$ cat config.mk
export PLATFORM = sky130hd
export DESIGN_NAME = keccak_arbiter
export DESIGN_NICKNAME = d
export VERILOG_FILES = /design/src/rtl/keccak_pkg.sv /design/src/rtl/keccak_rr_pick.sv /design/src/rtl/keccak_arbiter.sv
export SDC_FILE = /design/constraint.sdc
export NUM_CORES = 1
export LEC_CHECK = 0
export CAP_MARGIN = 20
export CORE_AREA = 10 10 219 221
export DETAILED_ROUTE_END_ITERATION = 6
export DIE_AREA = 0 0 229 231
export GPL_ROUTABILITY_DRIVEN = 0
export PLACE_DENSITY_LB_ADDON = 0.25
export SLEW_MARGIN = 20
export SYNTH_ARGS = -nofsm -noshare
export SYNTH_HDL_FRONTEND = slang
export SYNTH_SLANG_ARGS = --single-unit
$ cat constraint.sdc
create_clock -name i_clk -period 7.1 [get_ports i_clk]
set_input_delay 1.42 -clock i_clk [delete_from_list [all_inputs] [get_ports i_clk]]
set_output_delay 1.42 -clock i_clk [all_outputs]
set_load 0.03 [all_outputs]
$ cat src/rtl/keccak_pkg.sv
// Shared definitions for the keccak core and its requester arbiter:
// mode encodings, sponge constants and the output-beat count helper.
package keccak_pkg;

    localparam int MODE_W = 2;
    localparam int BEAT_W = 8;

    localparam logic [MODE_W-1:0] MODE_SHAKE128 = 2'd0;
    localparam logic [MODE_W-1:0] MODE_SHAKE256 = 2'd1;
    localparam logic [MODE_W-1:0] MODE_SHA3_256 = 2'd2;
    localparam logic [MODE_W-1:0] MODE_SHA3_512 = 2'd3;

    // Rates in bytes and domain-separation suffixes
    localparam int RATE_SHAKE128 = 168;
    localparam int RATE_SHAKE256 = 136;
    localparam int RATE_SHA3_256 = 136;
    localparam int RATE_SHA3_512 = 72;

    localparam logic [7:0] SUFFIX_SHAKE = 8'h1F;
    localparam logic [7:0] SUFFIX_SHA3  = 8'h06;

    typedef enum logic [1:0] {
        S_IDLE = 2'd0,
        S_RUN  = 2'd1,
        S_DONE = 2'd2
    } arb_state_e;

    // Number of 64-bit output words a job produces; SHAKE rounds up and never yields zero.
    function automatic logic [BEAT_W-1:0] target_beats(input logic [MODE_W-1:0] mode,
                                                       input logic [9:0]        obyte_len);
        logic [10:0]       sum;
        logic [BEAT_W-1:0] t;
        sum = {1'b0, obyte_len} + 11'd7;
        t   = sum[10:3];
        case (mode)
            MODE_SHA3_256: t = 8'd4;
            MODE_SHA3_512: t = 8'd8;
            default: begin
                if (t == '0) t = 8'd1;
            end
        endcase
        return t;
    endfunction

endpackage

$ cat src/rtl/keccak_rr_pick.sv
// Combinational round-robin picker: first requester at or after ptr, wrapping.
module keccak_rr_pick #(
    parameter int N_REQ  = 4,
    parameter int BW_IDX = 2
) (
    input  logic [N_REQ-1:0]  req_i,
    input  logic [BW_IDX-1:0] ptr_i,
    output logic              found_o,
    output logic [BW_IDX-1:0] idx_o
);

    logic [BW_IDX:0] cand;

    always_comb begin
        found_o = 1'b0;
        idx_o   = '0;
        cand    = '0;
        for (int i = 0; i < N_REQ; i++) begin
            cand = {1'b0, ptr_i} + (BW_IDX+1)'(i);
            if (cand >= (BW_IDX+1)'(N_REQ)) cand = cand - (BW_IDX+1)'(N_REQ);
            if (!found_o && req_i[cand[BW_IDX-1:0]]) begin
                found_o = 1'b1;
                idx_o   = cand[BW_IDX-1:0];
            end
        end
    end

endmodule

$ cat src/rtl/keccak_arbiter.sv
// Shares one keccak core between N_REQ requesters; the round-robin winner keeps
// the core until the expected number of output words has been squeezed.
//
// state  | meaning
// S_IDLE | no job; pick a winner and latch its mode/lengths
// S_RUN  | winner granted; streams muxed to/from the core, output beats counted
// S_DONE | one-cycle done pulse to the winner, round-robin pointer advanced
module keccak_arbiter
    import keccak_pkg::*;
#(
    parameter int N_REQ   = 4,
    parameter int BW_IDX  = 2,
    parameter int BW_CTRL = 2
) (
    input  logic                     i_clk,
    input  logic                     i_rstn,
    input  logic [N_REQ-1:0]         i_req,
    input  logic [N_REQ*BW_CTRL-1:0] i_mode,
    input  logic [N_REQ*11-1:0]      i_ibyte_len,
    input  logic [N_REQ*10-1:0]      i_obyte_len,
    input  logic [N_REQ*64-1:0]      i_bytes,
    input  logic [N_REQ-1:0]         i_bytes_valid,
    output logic [N_REQ-1:0]         o_gnt,
    output logic [63:0]              o_bytes,
    output logic [N_REQ-1:0]         o_bytes_valid,
    output logic [N_REQ-1:0]         o_done,
    output logic                     o_busy,
    output logic [BW_CTRL-1:0]       o_core_mode,
    output logic [10:0]              o_core_ibyte_len,
    output logic [9:0]               o_core_obyte_len,
    output logic [63:0]              o_core_bytes,
    output logic                     o_core_bytes_valid,
    input  logic [63:0]              i_core_bytes,
    input  logic                     i_core_bytes_valid
);

    arb_state_e          state_q, state_d;
    logic [BW_IDX-1:0]   ptr_q, ptr_d;
    logic [BW_IDX-1:0]   idx_q, idx_d;
    logic [BW_CTRL-1:0]  mode_q, mode_d;
    logic [10:0]         ilen_q, ilen_d;
    logic [9:0]          olen_q, olen_d;
    logic [BEAT_W-1:0]   target_q, target_d;
    logic [BEAT_W-1:0]   cnt_q, cnt_d;
    logic [N_REQ-1:0]    gnt_q, gnt_d;

    logic                found;
    logic [BW_IDX-1:0]   win;
    logic [BW_CTRL-1:0]  win_mode;
    logic [9:0]          win_olen;

    keccak_rr_pick #(
        .N_REQ  (N_REQ),
        .BW_IDX (BW_IDX)
    ) u_pick (
        .req_i   (i_req),
        .ptr_i   (ptr_q),
        .found_o (found),
        .idx_o   (win)
    );

    assign win_mode = i_mode[win*BW_CTRL +: BW_CTRL];
    assign win_olen = i_obyte_len[win*10 +: 10];

    always_ff @(posedge i_clk) begin
        if (!i_rstn) begin
            state_q  <= S_IDLE;
            ptr_q    <= '0;
            idx_q    <= '0;
            mode_q   <= '0;
            ilen_q   <= '0;
            olen_q   <= '0;
            target_q <= '0;
            cnt_q    <= '0;
            gnt_q    <= '0;
        end else begin
            state_q  <= state_d;
            ptr_q    <= ptr_d;
            idx_q    <= idx_d;
            mode_q   <= mode_d;
            ilen_q   <= ilen_d;
            olen_q   <= olen_d;
            target_q <= target_d;
            cnt_q    <= cnt_d;
            gnt_q    <= gnt_d;
        end
    end

    always_comb begin
        state_d            = state_q;
        ptr_d              = ptr_q;
        idx_d              = idx_q;
        mode_d             = mode_q;
        ilen_d             = ilen_q;
        olen_d             = olen_q;
        target_d           = target_q;
        cnt_d              = cnt_q;
        gnt_d              = gnt_q;
        o_done             = '0;
        o_bytes_valid      = '0;
        o_core_bytes       = '0;
        o_core_bytes_valid = 1'b0;

        case (state_q)
            S_IDLE: begin
                if (found) begin
                    idx_d    = win;
                    mode_d   = win_mode;
                    ilen_d   = i_ibyte_len[win*11 +: 11];
                    olen_d   = win_olen;
                    target_d = target_beats(win_mode, win_olen);
                    cnt_d    = '0;
                    gnt_d    = N_REQ'(1) << win;
                    state_d  = S_RUN;
                end
            end
            S_RUN: begin
                o_core_bytes         = i_bytes[idx_q*64 +: 64];
                o_core_bytes_valid   = i_bytes_valid[idx_q];
                o_bytes_valid[idx_q] = i_core_bytes_valid;
                if (i_core_bytes_valid) begin
                    cnt_d = cnt_q + BEAT_W'(1);
                    if (cnt_d == target_q) begin
                        gnt_d   = '0;
                        state_d = S_DONE;
                    end
                end
            end
            S_DONE: begin
                o_done[idx_q] = 1'b1;
                ptr_d   = (idx_q == BW_IDX'(N_REQ-1)) ? '0 : idx_q + BW_IDX'(1);
                state_d = S_IDLE;
            end
            default: begin
                gnt_d   = '0;
                state_d = S_IDLE;
            end
        endcase
    end

    assign o_gnt            = gnt_q;
    assign o_bytes          = i_core_bytes;
    assign o_busy           = (state_q != S_IDLE);
    assign o_core_mode      = mode_q;
    assign o_core_ibyte_len = ilen_q;
    assign o_core_obyte_len = olen_q;

endmodule

==> results.txt <==
The clock tree from TritonCTS is yes. The top cell types in the final layout, fill and taps aside, are clkdlybuf4s50_1 (459), nand2_1 (106), and2_1 (84). The worst-case IR drop observed on VDD is 83.34 uV. The number of enable flip-flop cells after synthesis came out at 0. The number of CTS-inserted buffers came out at 5.

The post-CTS resize count is 0. The I/O pin total is 588. The global-route usage over all layers came out at 12.98%. The number of violations of the max-capacitance limit is 0. The number of antenna violations at the first check in global routing was 15.

The non-filler instance count after layout is 1608. The worst hold path stage count is 2. The summed negative setup slack over all endpoints is 0 ns.

The count of TritonRoute iterations in the first routing pass is 5. The compound-cell area share of the yosys netlist is 8.798%. The worst max-slew margin expressed relative to the limit came out at 46.81%.

The post-route met1 wirelength is 13500 um. The final critical path time including I/O delays and setup is 4.683 ns. In this run the number of H-tree levels came out at 2. The leading cell type in the layout, fill and taps excluded is clkdlybuf4s50_1. For this design the ratio of total power to cell area is 125.9 mW/mm^2. The run finished with clean final reports. The yosys synthesis warning count is 0. The portion of the post-synthesis area used by sequential elements came out at 17.29%.

Cells with a size suffix above 1 make up 10.57% of the layout. The main combinational cell family by area after synthesis is multiplexers. Using the TritonRoute via totals, the vias-per-cell ratio works out to 3.970.

The cell sitting at the root of the clock tree is a clkbuf_16. The clock insertion delay at the later pin of the skew report is 0.31 ns. Entering global routing, the biggest net connects 70 pins. The number of hold violations in the final report is 0. The number of distinct library cells after synthesis came out at 51.

Setup violations remaining at the end of the flow were counted as 0. The detailed router placed 6384 vias in this run. The number of register bits inferred by synthesis came out at 49. The mean post-synth cell area came out at 8.730 um^2. The layout-stage area growth over the synthesis result is 86.73%. The number of rows in the core area is 77. The die outline area came out at 0.05290 mm^2. Hold repair after CTS inserted 0 buffers.

For the pin with the worst max-slew slack, the measured transition is 0.7979 ns. The largest incremental delay on the critical path came out at 0.63 ns. The final net count came out at 1439.

The core area is 0.04374 mm^2. The simple-gate portion of the synthesized area came out at 26.44%. The final number of max-transition violations is 0. The summed area of non-filler cells in the final layout came out at 0.01060 mm^2. The number of sinks driven by the clock tree is 49. The worst reg-to-reg path cell count is 8.

The achievable clock frequency is 0.2136 GHz. The adder and majority cell fraction of the synthesized area is 1.103%. The first-pass GRT wire length came out at 50760 um.

The initial standard-cell utilization of the core came out at 12.97%. The number of placed instances, taps included, is 1596. The die is 231 um tall. The clock skew came out at 0.009296 ns. The routed design has 36220 um of wire.

The endpoint required time on the critical path is 5.68 ns. Summed over all nets, wire length on met2 after detailed routing comes to 18770 um. Buffers added to address setup during post-CTS repair amount to 0. STA classifies the critical path startpoint as an input port.

The power consumption is 1.333 mW. The worst min-delay path class is flop to flop. After detailed routing, the number of remaining DRC violations is 0. Setup repair after global routing left no endpoint under its margin. The worst setup path is of the input port to output port kind. The cell that appears most often on the critical path is clkdlybuf4s50_1. Once detail routing completed, the nets flagged for antenna violations numbered 0. The post-place instance area came out at 0.01043 mm^2. The worst setup path is captured at an output port. The cell area after technology mapping is 0.005674 mm^2. After clock tree synthesis, the clock-pin slew on the worst setup and hold paths is 0.07 ns.

The total overflow reported by the global router came out at 0. The synthesized netlist net count is 1078. The data arrival time of the worst path came out at 3.26 ns.

Cells fill 24.22% of the core in the end. The leakage power total came out at 3.672 nW. The cell with the biggest individual delay on the critical path is clkdlybuf4s50_1. The detailed router used layers up to and including met5. Walking the worst path, the cells encountered are clkdlybuf4s50_1 -> mux4_2 -> and2_1 -> clkdlybuf4s50_1. The share of the cycle needed by the critical path after routing came out at 65.95%.

The cell count after synthesis came out at 650. The detailed router's first-iteration violation count came out at 240. After Yosys synthesis, XOR and XNOR cells account for 2.624% of the synthesized area. No sink is reached through more buffers than the 2 on the longest clock path.

The number of port buffers came out at 459. The width of the chip came out at 229 um. Detailed routing placed a total of 3290 um of wire on met3. The multiplexer area fraction after synthesis came out at 31.36%. After detailed routing, the average wire length per cell comes to 22.53 um. In the synthesized netlist the dominant register cell turns out to be dfxtp_1.

The HPWL after detailed placement came out at 30530 um. The via count of the first global-routing pass is 6698. The highest net fanout along the worst path is 1. The proportion of register bits with asynchronous set or reset after synthesis is 0%.
-- worst paths after layout --
kind | from | endpoint | slack (ns)
setup / recovery | i_bytes[131] | o_core_bytes[3] | 2.42
hold reg to reg | o_core_ibyte_len[4] | o_core_ibyte_len[4] | 0.46
setup reg to reg | ptr_q[1] | target_q[2] | 4.17
hold / removal | o_core_ibyte_len[4] | o_core_ibyte_len[4] | 0.46
-- metal layers --
layer,track usage [%],vias up
met5,0,-
met4,2.731,8
met2,24.08,361
li1,-,2969
met3,4.820,38
met1,13.75,3008
-- cells in the mapped netlist, types with 2 or more instances --
master / instances / area share (%)
a21boi_0: 15 / 2.0
a21o_1: 4 / 0.53
a21oi_1: 7 / 0.62
a22o_1: 2 / 0.31
a31oi_1: 3 / 0.33
and2_1: 84 / 9.3
and3_1: 9 / 0.99
buf_1: 9 / 0.60
buf_2: 4 / 0.35
buf_4: 65 / 8.6
buf_6: 2 / 0.40
clkbuf_1: 32 / 2.1
dfxtp_1: 49 / 17
ha_1: 5 / 1.1
inv_1: 4 / 0.26
mux2_2: 8 / 1.6
mux2i_1: 21 / 3.7
mux4_2: 65 / 26
nand2_1: 106 / 7.0
nand3_1: 55 / 4.9
nand4_1: 2 / 0.22
nor2_1: 9 / 0.60
nor2_2: 2 / 0.22
nor2b_1: 13 / 1.4
nor3_1: 6 / 0.53
nor4_1: 2 / 0.22
o21ai_0: 20 / 1.8
o21ai_1: 7 / 0.62
o31ai_1: 2 / 0.26
or2_2: 2 / 0.22
xnor2_1: 11 / 1.7
xor2_1: 6 / 0.93
-- area by class of cell --
class	count	area (um^2)
clock inverter	3	33.78
clock buffer	5	125.1
tap	592	740.7
timing repair buffer	466	4659
antenna	4	10.01
sequential	49	988.4
fill	4792	33140
inverter	5	18.77
multi-input combinational	484	4019
-- worst max-delay path, delay by kind of cell --
kind / cells / cell delay, ns
and+or+nand+nor: 1 / 0.19
muxes: 1 / 0.54
buffers and inverters: 2 / 1.11
-- stage by stage --
| stage | worst slack (ns) | hold WS [ns] |
|---|---|---|
| 2_1_floorplan | 3.566 | 0.4483 |
| 3_3_place_gp | 2.400 | 0.4470 |
| 3_5_place_dp | 2.405 | 0.4570 |
| 4_1_cts | 2.394 | 0.4670 |
| 5_1_grt | 2.411 | 0.4937 |
| 6_report | 2.417 | 0.4624 |
-- flip-flops by register name, indices dropped and copies added, names as in the netlist --
register	flops
o_gnt	4
state_q	2
ptr_q	2
o_core_ibyte_len	11
idx_q	2
cnt_q	8
o_core_mode	2
target_q	8
o_core_obyte_len	10
-- where the power goes --
part	switching [mW]	total [mW]	internal, mW
sequential	0.0245	0.321	0.297
combinational	0.342	0.748	0.406
clock	0.129	0.264	0.135
-- cell families (layout without fill, tap and decap cells) --
family | after synthesis | after routing
flops | 49 | 49
compound gates | 71 | 71
fa+ha+maj | 5 | 5
xor+xnor | 17 | 17
buf+inv | 117 | 479
mux | 95 | 95
other cells | 0 | 4
simple gates | 296 | 296
(Power assumes the default switching activity.)
